$ cat src/rtl/bcd_ctrl_pkg.sv
// Shared definitions for the BCD counter controller: command opcodes,
// controller state encoding and the BCD digit helper.
package bcd_ctrl_pkg;

  localparam logic [1:0] OP_CLEAR = 2'b00;
  localparam logic [1:0] OP_START = 2'b01;
  localparam logic [1:0] OP_STOP  = 2'b10;
  localparam logic [1:0] OP_LOAD  = 2'b11;

  localparam logic [3:0] BCD_MAX = 4'd9;

  typedef enum logic [1:0] {
    ST_IDLE = 2'd0,
    ST_RUN  = 2'd1,
    ST_HOLD = 2'd2
  } state_t;

  // Non-decimal nibbles are forced to zero so every stored digit stays 0..9.
  function automatic logic [3:0] bcd_sanitize(input logic [3:0] nib);
    return (nib > BCD_MAX) ? 4'd0 : nib;
  endfunction

endpackage

$ cat src/rtl/bcd_counter_ctrl_digit.sv
// One mod-10 BCD digit. Load has priority over increment; carry_out fires
// when this digit is incremented from 9 so the next digit advances on the
// same edge.
module bcd_digit (
  input  logic       clk,
  input  logic       rst,
  input  logic       inc_en,
  input  logic       load_en,
  input  logic [3:0] load_val,
  output logic [3:0] value,
  output logic       carry_out
);
  import bcd_ctrl_pkg::*;

  logic [3:0] value_q;
  logic [3:0] value_d;

  // Next digit value: load, increment with decimal rollover, or hold.
  always_comb begin
    value_d = value_q;
    if (load_en) begin
      value_d = load_val;
    end else if (inc_en) begin
      value_d = (value_q >= BCD_MAX) ? 4'd0 : value_q + 4'd1;
    end
  end

  // Digit register.
  always_ff @(posedge clk or posedge rst) begin
    if (rst) value_q <= 4'd0;
    else     value_q <= value_d;
  end

  assign value     = value_q;
  assign carry_out = inc_en & (value_q == BCD_MAX);

endmodule

$ cat src/rtl/bcd_counter_ctrl.sv
// BCD event/time counter sequencer: command handshake, IDLE/RUN/HOLD FSM,
// count prescaler and a carry-rippled cascade of bcd_digit instances.
// Optional feature macro CMP_MATCH_EN adds cmp_value/match with auto-stop
// on a tick that lands on cmp_value.
module bcd_counter_ctrl #(
  parameter int DIGITS   = 4,
  parameter int PRESCALE = 1
) (
  input  logic                  clk,
  input  logic                  rst,
  input  logic                  cmd_valid,
  output logic                  cmd_ready,
  input  logic [1:0]            cmd_op,
  input  logic [4*DIGITS-1:0]   cmd_data,
  output logic [4*DIGITS-1:0]   count,
  output logic                  running,
  output logic                  wrap
`ifdef CMP_MATCH_EN
  ,
  input  logic [4*DIGITS-1:0]   cmp_value,
  output logic                  match
`endif
);
  import bcd_ctrl_pkg::*;

  localparam logic [15:0] PRESC_LAST = 16'(PRESCALE - 1);

  state_t              state_q, state_d;
  logic [15:0]         presc_q, presc_d, presc_adv;
  logic                cmd_ready_q, cmd_ready_d;
  logic                wrap_q, wrap_d;
  logic                accept;
  logic                tick;
  logic                digit_load;
  logic [4*DIGITS-1:0] load_vec;
  logic [DIGITS:0]     carry;

  // A command that arrives on a tick cycle suppresses that tick.
  assign accept   = cmd_valid & cmd_ready_q;
  assign tick     = (state_q == ST_RUN) & (presc_q == PRESC_LAST) & ~accept;
  assign carry[0] = tick;

  // Digit cascade: each digit's increment enable is the carry of the one below.
  for (genvar i = 0; i < DIGITS; i++) begin : g_digit
    bcd_digit u_digit (
      .clk       (clk),
      .rst       (rst),
      .inc_en    (carry[i]),
      .load_en   (digit_load),
      .load_val  (load_vec[4*i +: 4]),
      .value     (count[4*i +: 4]),
      .carry_out (carry[i+1])
    );
  end

`ifdef CMP_MATCH_EN
  logic                match_q, match_d;
  logic [4*DIGITS-1:0] count_next;

  // Value the digits will hold after this edge's tick, for the compare.
  always_comb begin
    count_next = count;
    for (int i = 0; i < DIGITS; i++) begin
      if (carry[i]) begin
        count_next[4*i +: 4] = (count[4*i +: 4] >= BCD_MAX) ? 4'd0 : count[4*i +: 4] + 4'd1;
      end
    end
  end
`endif

  // Command decode, next state, prescaler and handshake turnaround.
  always_comb begin
    state_d     = state_q;
    presc_adv   = (presc_q == PRESC_LAST) ? 16'd0 : presc_q + 16'd1;
    presc_d     = presc_q;
    cmd_ready_d = ~accept;
    wrap_d      = tick & carry[DIGITS];
    digit_load  = 1'b0;
    load_vec    = '0;
`ifdef CMP_MATCH_EN
    match_d     = 1'b0;
`endif
    if (accept) begin
      case (cmd_op)
        OP_CLEAR: begin
          state_d    = ST_IDLE;
          presc_d    = 16'd0;
          digit_load = 1'b1;
        end
        OP_START: begin
          if (state_q != ST_RUN) begin
            state_d = ST_RUN;
            presc_d = 16'd0;
          end else begin
            presc_d = presc_adv;
          end
        end
        OP_STOP: begin
          if (state_q == ST_RUN) state_d = ST_HOLD;
        end
        OP_LOAD: begin
          digit_load = 1'b1;
          presc_d    = 16'd0;
          for (int i = 0; i < DIGITS; i++) begin
            load_vec[4*i +: 4] = bcd_sanitize(cmd_data[4*i +: 4]);
          end
          if (state_q == ST_IDLE) state_d = ST_HOLD;
        end
        default: ;
      endcase
    end else if (state_q == ST_RUN) begin
      presc_d = presc_adv;
`ifdef CMP_MATCH_EN
      if (tick && (count_next == cmp_value)) begin
        match_d = 1'b1;
        state_d = ST_HOLD;
      end
`endif
    end
  end

  // Control registers.
  always_ff @(posedge clk or posedge rst) begin
    if (rst) begin
      state_q     <= ST_IDLE;
      presc_q     <= 16'd0;
      cmd_ready_q <= 1'b1;
      wrap_q      <= 1'b0;
    end else begin
      state_q     <= state_d;
      presc_q     <= presc_d;
      cmd_ready_q <= cmd_ready_d;
      wrap_q      <= wrap_d;
    end
  end

`ifdef CMP_MATCH_EN
  // Match pulse register.
  always_ff @(posedge clk or posedge rst) begin
    if (rst) match_q <= 1'b0;
    else     match_q <= match_d;
  end

  assign match = match_q;
`endif

  assign cmd_ready = cmd_ready_q;
  assign running   = (state_q == ST_RUN);
  assign wrap      = wrap_q;

endmodule

$ cat config.mk
export PLATFORM = sky130hd
export DESIGN_NAME = bcd_counter_ctrl
export DESIGN_NICKNAME = d
export VERILOG_FILES = /design/src/rtl/bcd_ctrl_pkg.sv /design/src/rtl/bcd_counter_ctrl_digit.sv /design/src/rtl/bcd_counter_ctrl.sv
export SDC_FILE = /design/constraint.sdc
export NUM_CORES = 1
export LEC_CHECK = 0
export CAP_MARGIN = 20
export CORE_UTILIZATION = 38
export DETAILED_ROUTE_END_ITERATION = 10
export DONT_BUFFER_PORTS = 1
export PLACE_DENSITY = 0.58
export SYNTH_ARGS = -nofsm -noshare
export SYNTH_HDL_FRONTEND = slang
export SYNTH_SLANG_ARGS = --single-unit
$ cat constraint.sdc
create_clock -name clk -period 2.7 [get_ports clk]
set_input_delay 0.27 -clock clk [delete_from_list [all_inputs] [get_ports clk]]
set_output_delay 0.27 -clock clk [all_outputs]
set_load 0.02 [all_outputs]
==> results.yml <==
clocking:
  numCtsBuffers: 5
  cts.sinks: 36
  cts_setup_buffers: 0
  cts_tree: "yes"
  clk_pin_slew_ns: 0.08
  clk_path_buf_depth: 2
  clk_latency_ns: 0.29
  ctsRootBufferMaster: "clkbuf_8"
  ctsResizeCount: 0
  htreeDepth: 2
synthesis:
  synthTopCellsByArea: "dfrtp_1 36%, ha_1 8.8%, nor2_1 4.5%, nand2_1 3.7%, nor4_4 3.5%"
  yosysWarningCount: 0
  syn_area_sq_mm: 0.002425
  ys_seq_area_frac: 0.3720
  syn_area_per_cell_sq_um: 9.048
  synthCells: 268
  synthArstFlopShare: 1.000
  ys.flop_type: "dfrtp_1"
  synth_edf_count: 0
  synth_top_area_share: 0.3612
  ys_types: 48
  synth_fp_nets: 306
  synth-seq-cells: 36
  synth_top_cell_by_area: "dfrtp_1"
drt:
  drtPass1Iterations: 4
  drt-initial-drc-count: 67
  wl_mm: 5.414
  drc: 0
  wire_per_inst_microns: 15.47
  vias: 1958
  viasPerCell: 5.594
  ant_nets: 0
layout:
  antenna_cells: 0
  area.sequential_sq_um: 902.1
  area_delta_synth_final_pct: 8.514
  multi_input_area_sq_mm: 0.001416
  utilization: 0.4367
  nNetsFinal: 312
  fill_cells: 610
  drive_gt1_frac: 0.09818
  final_cell_area_sq_mm: 0.002631
power_and_ir_drop:
  leakage_uw: 0.001128
  power_uw: 1430
  power_density_mw_per_mm2: 543.3
  vdd_ir_drop_max_mv: 0.2600
setup_path:
  cp_max_fo: 7
  worstPathArrival_ns: 2.46
  worst_ep_required_time_ns: 2.89
  crit_path_end_kind: "flip-flop"
  start_kind: "flip-flop"
  worst-setup-path-type: "reg2reg"
timing:
  fin_tns_setup_ns: 0
  finalCriticalPeriod_ns: 2.263
  clock.fmax_mhz: 441.9
  maxSlewHeadroom: 0.5851
  slew_violations: 0
  skew_ns: 0.009610
  finalSetupViolCount: 0
  final_hold_viol_count: 0
  fin_hold_ws_ns: 0.1037
  tightest_slew_ns: 0.6211
  finalCritPeriodShare: 0.8381
  rsz0062_at_grt: "no"
placement:
  dp_hpwl_mm: 4.077
  io_buffers: 0
  gp_congestion: 0.8361
  placed_area_sq_mm: 0.002529
global_routing:
  grt.total_usage: 0.1701
  grt_max_degree: 37
  grt_pass1_wl_mm: 8.673
  grt_overflow_total: 0
  grt_pass1_vias: 1832
  antenna_found_initial: 0
floorplan:
  fp.dieArea_sq_mm: 0.006704
  io_pins: 40
  rows: 28
  die_y_microns: 81.88
  start_util: 0.4024
  core_area_sq_mm: 0.006026
  fp.dieW_microns: 81.88
hold_path:
  min_path_type: "in2reg"
status:
  outcome: "finished, final reports clean"
job:
  maxCapViolations: 0
==> cells by family (layout without fill, tap and decap cells) <==
group / Yosys count / count (layout) / synth area share
mux: 5 / 5 / 0.02064
fa+ha+maj: 17 / 17 / 0.08772
compound gates: 53 / 53 / 0.1502
simple gates: 116 / 116 / 0.2786
xor+xnor: 13 / 13 / 0.04696
flops: 36 / 36 / 0.3720
buf+inv: 28 / 35 / 0.04386
==> final timing paths <==
check                      cells past startpoint  slack, ns                                       to                   start
setup / recovery                               7       0.44  g_digit[1].u_digit.value[3]$_DFFE_PP0P_  presc_q[0]$_DFFE_PP0P_
hold / removal                                 2       0.10  g_digit[3].u_digit.value[2]$_DFFE_PP0P_            cmd_data[14]
setup reg to reg                               7       0.44  g_digit[1].u_digit.value[3]$_DFFE_PP0P_  presc_q[0]$_DFFE_PP0P_
hold reg to reg                                1       0.56                   state_q[1]$_DFFE_PP0P_  state_q[1]$_DFFE_PP0P_
max in group asynchronous                      3       1.81                      cmd_ready$_DFF_PP1_                     rst
min in group asynchronous                      3       0.53                   presc_q[5]$_DFFE_PP0P_                     rst
==> routing by layer <==
layer / GRT usage / part of all wire / routed length [microns] / up-vias
met5: 0 / 0 / 0 / -
met4: 0.06140 / 0.013 / 73 / 0
met3: 0.03667 / 0.049 / 264 / 7
met2: 0.2744 / 0.46 / 2494 / 46
met1: 0.2222 / 0.48 / 2582 / 932
li1: - / - / - / 973
==> layout by cell type (no fill, tap or decap), types with 5 or more instances in the layout <==
cell	count
a21oi_1	8
buf_4	5
clkbuf_8	6
dfrtp_1	35
ha_1	17
inv_1	21
mux2i_1	5
nand2_1	24
nand2b_1	8
nand3_1	15
nand3b_1	5
nand4_1	10
nor2_1	29
o21ai_0	15
xor2_1	9
==> flip-flops by register name, indices dropped and copies added (netlist names) <==
| register | cells |
|---|---|
| presc_q | 16 |
| wrap | 1 |
| state_q | 2 |
| g_digit.u_digit.value | 16 |
| cmd_ready | 1 |
==> critical path, stage by stage (launching register included) <==
cell,delay (ns)
dfrtp_1,0.43
inv_1,0.07
ha_1,0.13
nor3b_1,0.33
nand4_1,0.26
nor3_2,0.48
nand4_1,0.15
a221oi_1,0.31
==> power by group <==
group          switching [uW]  total [uW]  internal (uW)  leakage, uW
logic                     187         312            126     0.000593
registers                 123         711            588     0.000484
clock network             202         406            204    0.0000510
==> Yosys cell counts, types with 2 or more instances <==
cell type and n:
dfrtp_1 35, nor2_1 29, nand2_1 24, inv_1 21, ha_1 17, nand3_1 15, o21ai_0 15, nand4_1 10
xor2_1 9, a21oi_1 8, nand2b_1 8, clkbuf_1 5, mux2i_1 5, nand3b_1 5, nor3b_1 4, nor4_4 4
o31ai_1 4, xnor2_1 4, a211oi_1 3, o211ai_1 3, o21a_1 3, a2111oi_2 2, a221oi_1 2, a31oi_1 2
and2_1 2, nor3_1 2, nor3_2 2, o22a_1 2, o22ai_1 2, o32a_1 2, or3_1 2
==> timing repair <==
item,CTS,global route
setup endpoints to repair,0,0
hold buffers,1,0
hold endpoints to repair,27,0
==> final cells by class <==
type	count	share of cell area
clock buffer	6	0.03138
clock inverter	2	0.003804
inverter	21	0.02996
multi-input combinational	204	0.5383
sequential	36	0.3428
tap	75	0.03566
timing repair buffer	6	0.01807
==> per-stage QoR <==
| stage | setup slack [ns] | cells |
|---|---|---|
| after floorplan | 0.7354 | 268 |
| after global placement | 0.4176 | 341 |
| final | 0.4371 | 350 |
| after global routing | 0.2837 | 350 |
| after CTS | 0.4073 | 350 |
| after detailed placement | 0.4220 | 341 |
Note: power is estimated with default switching activity, not from simulation.
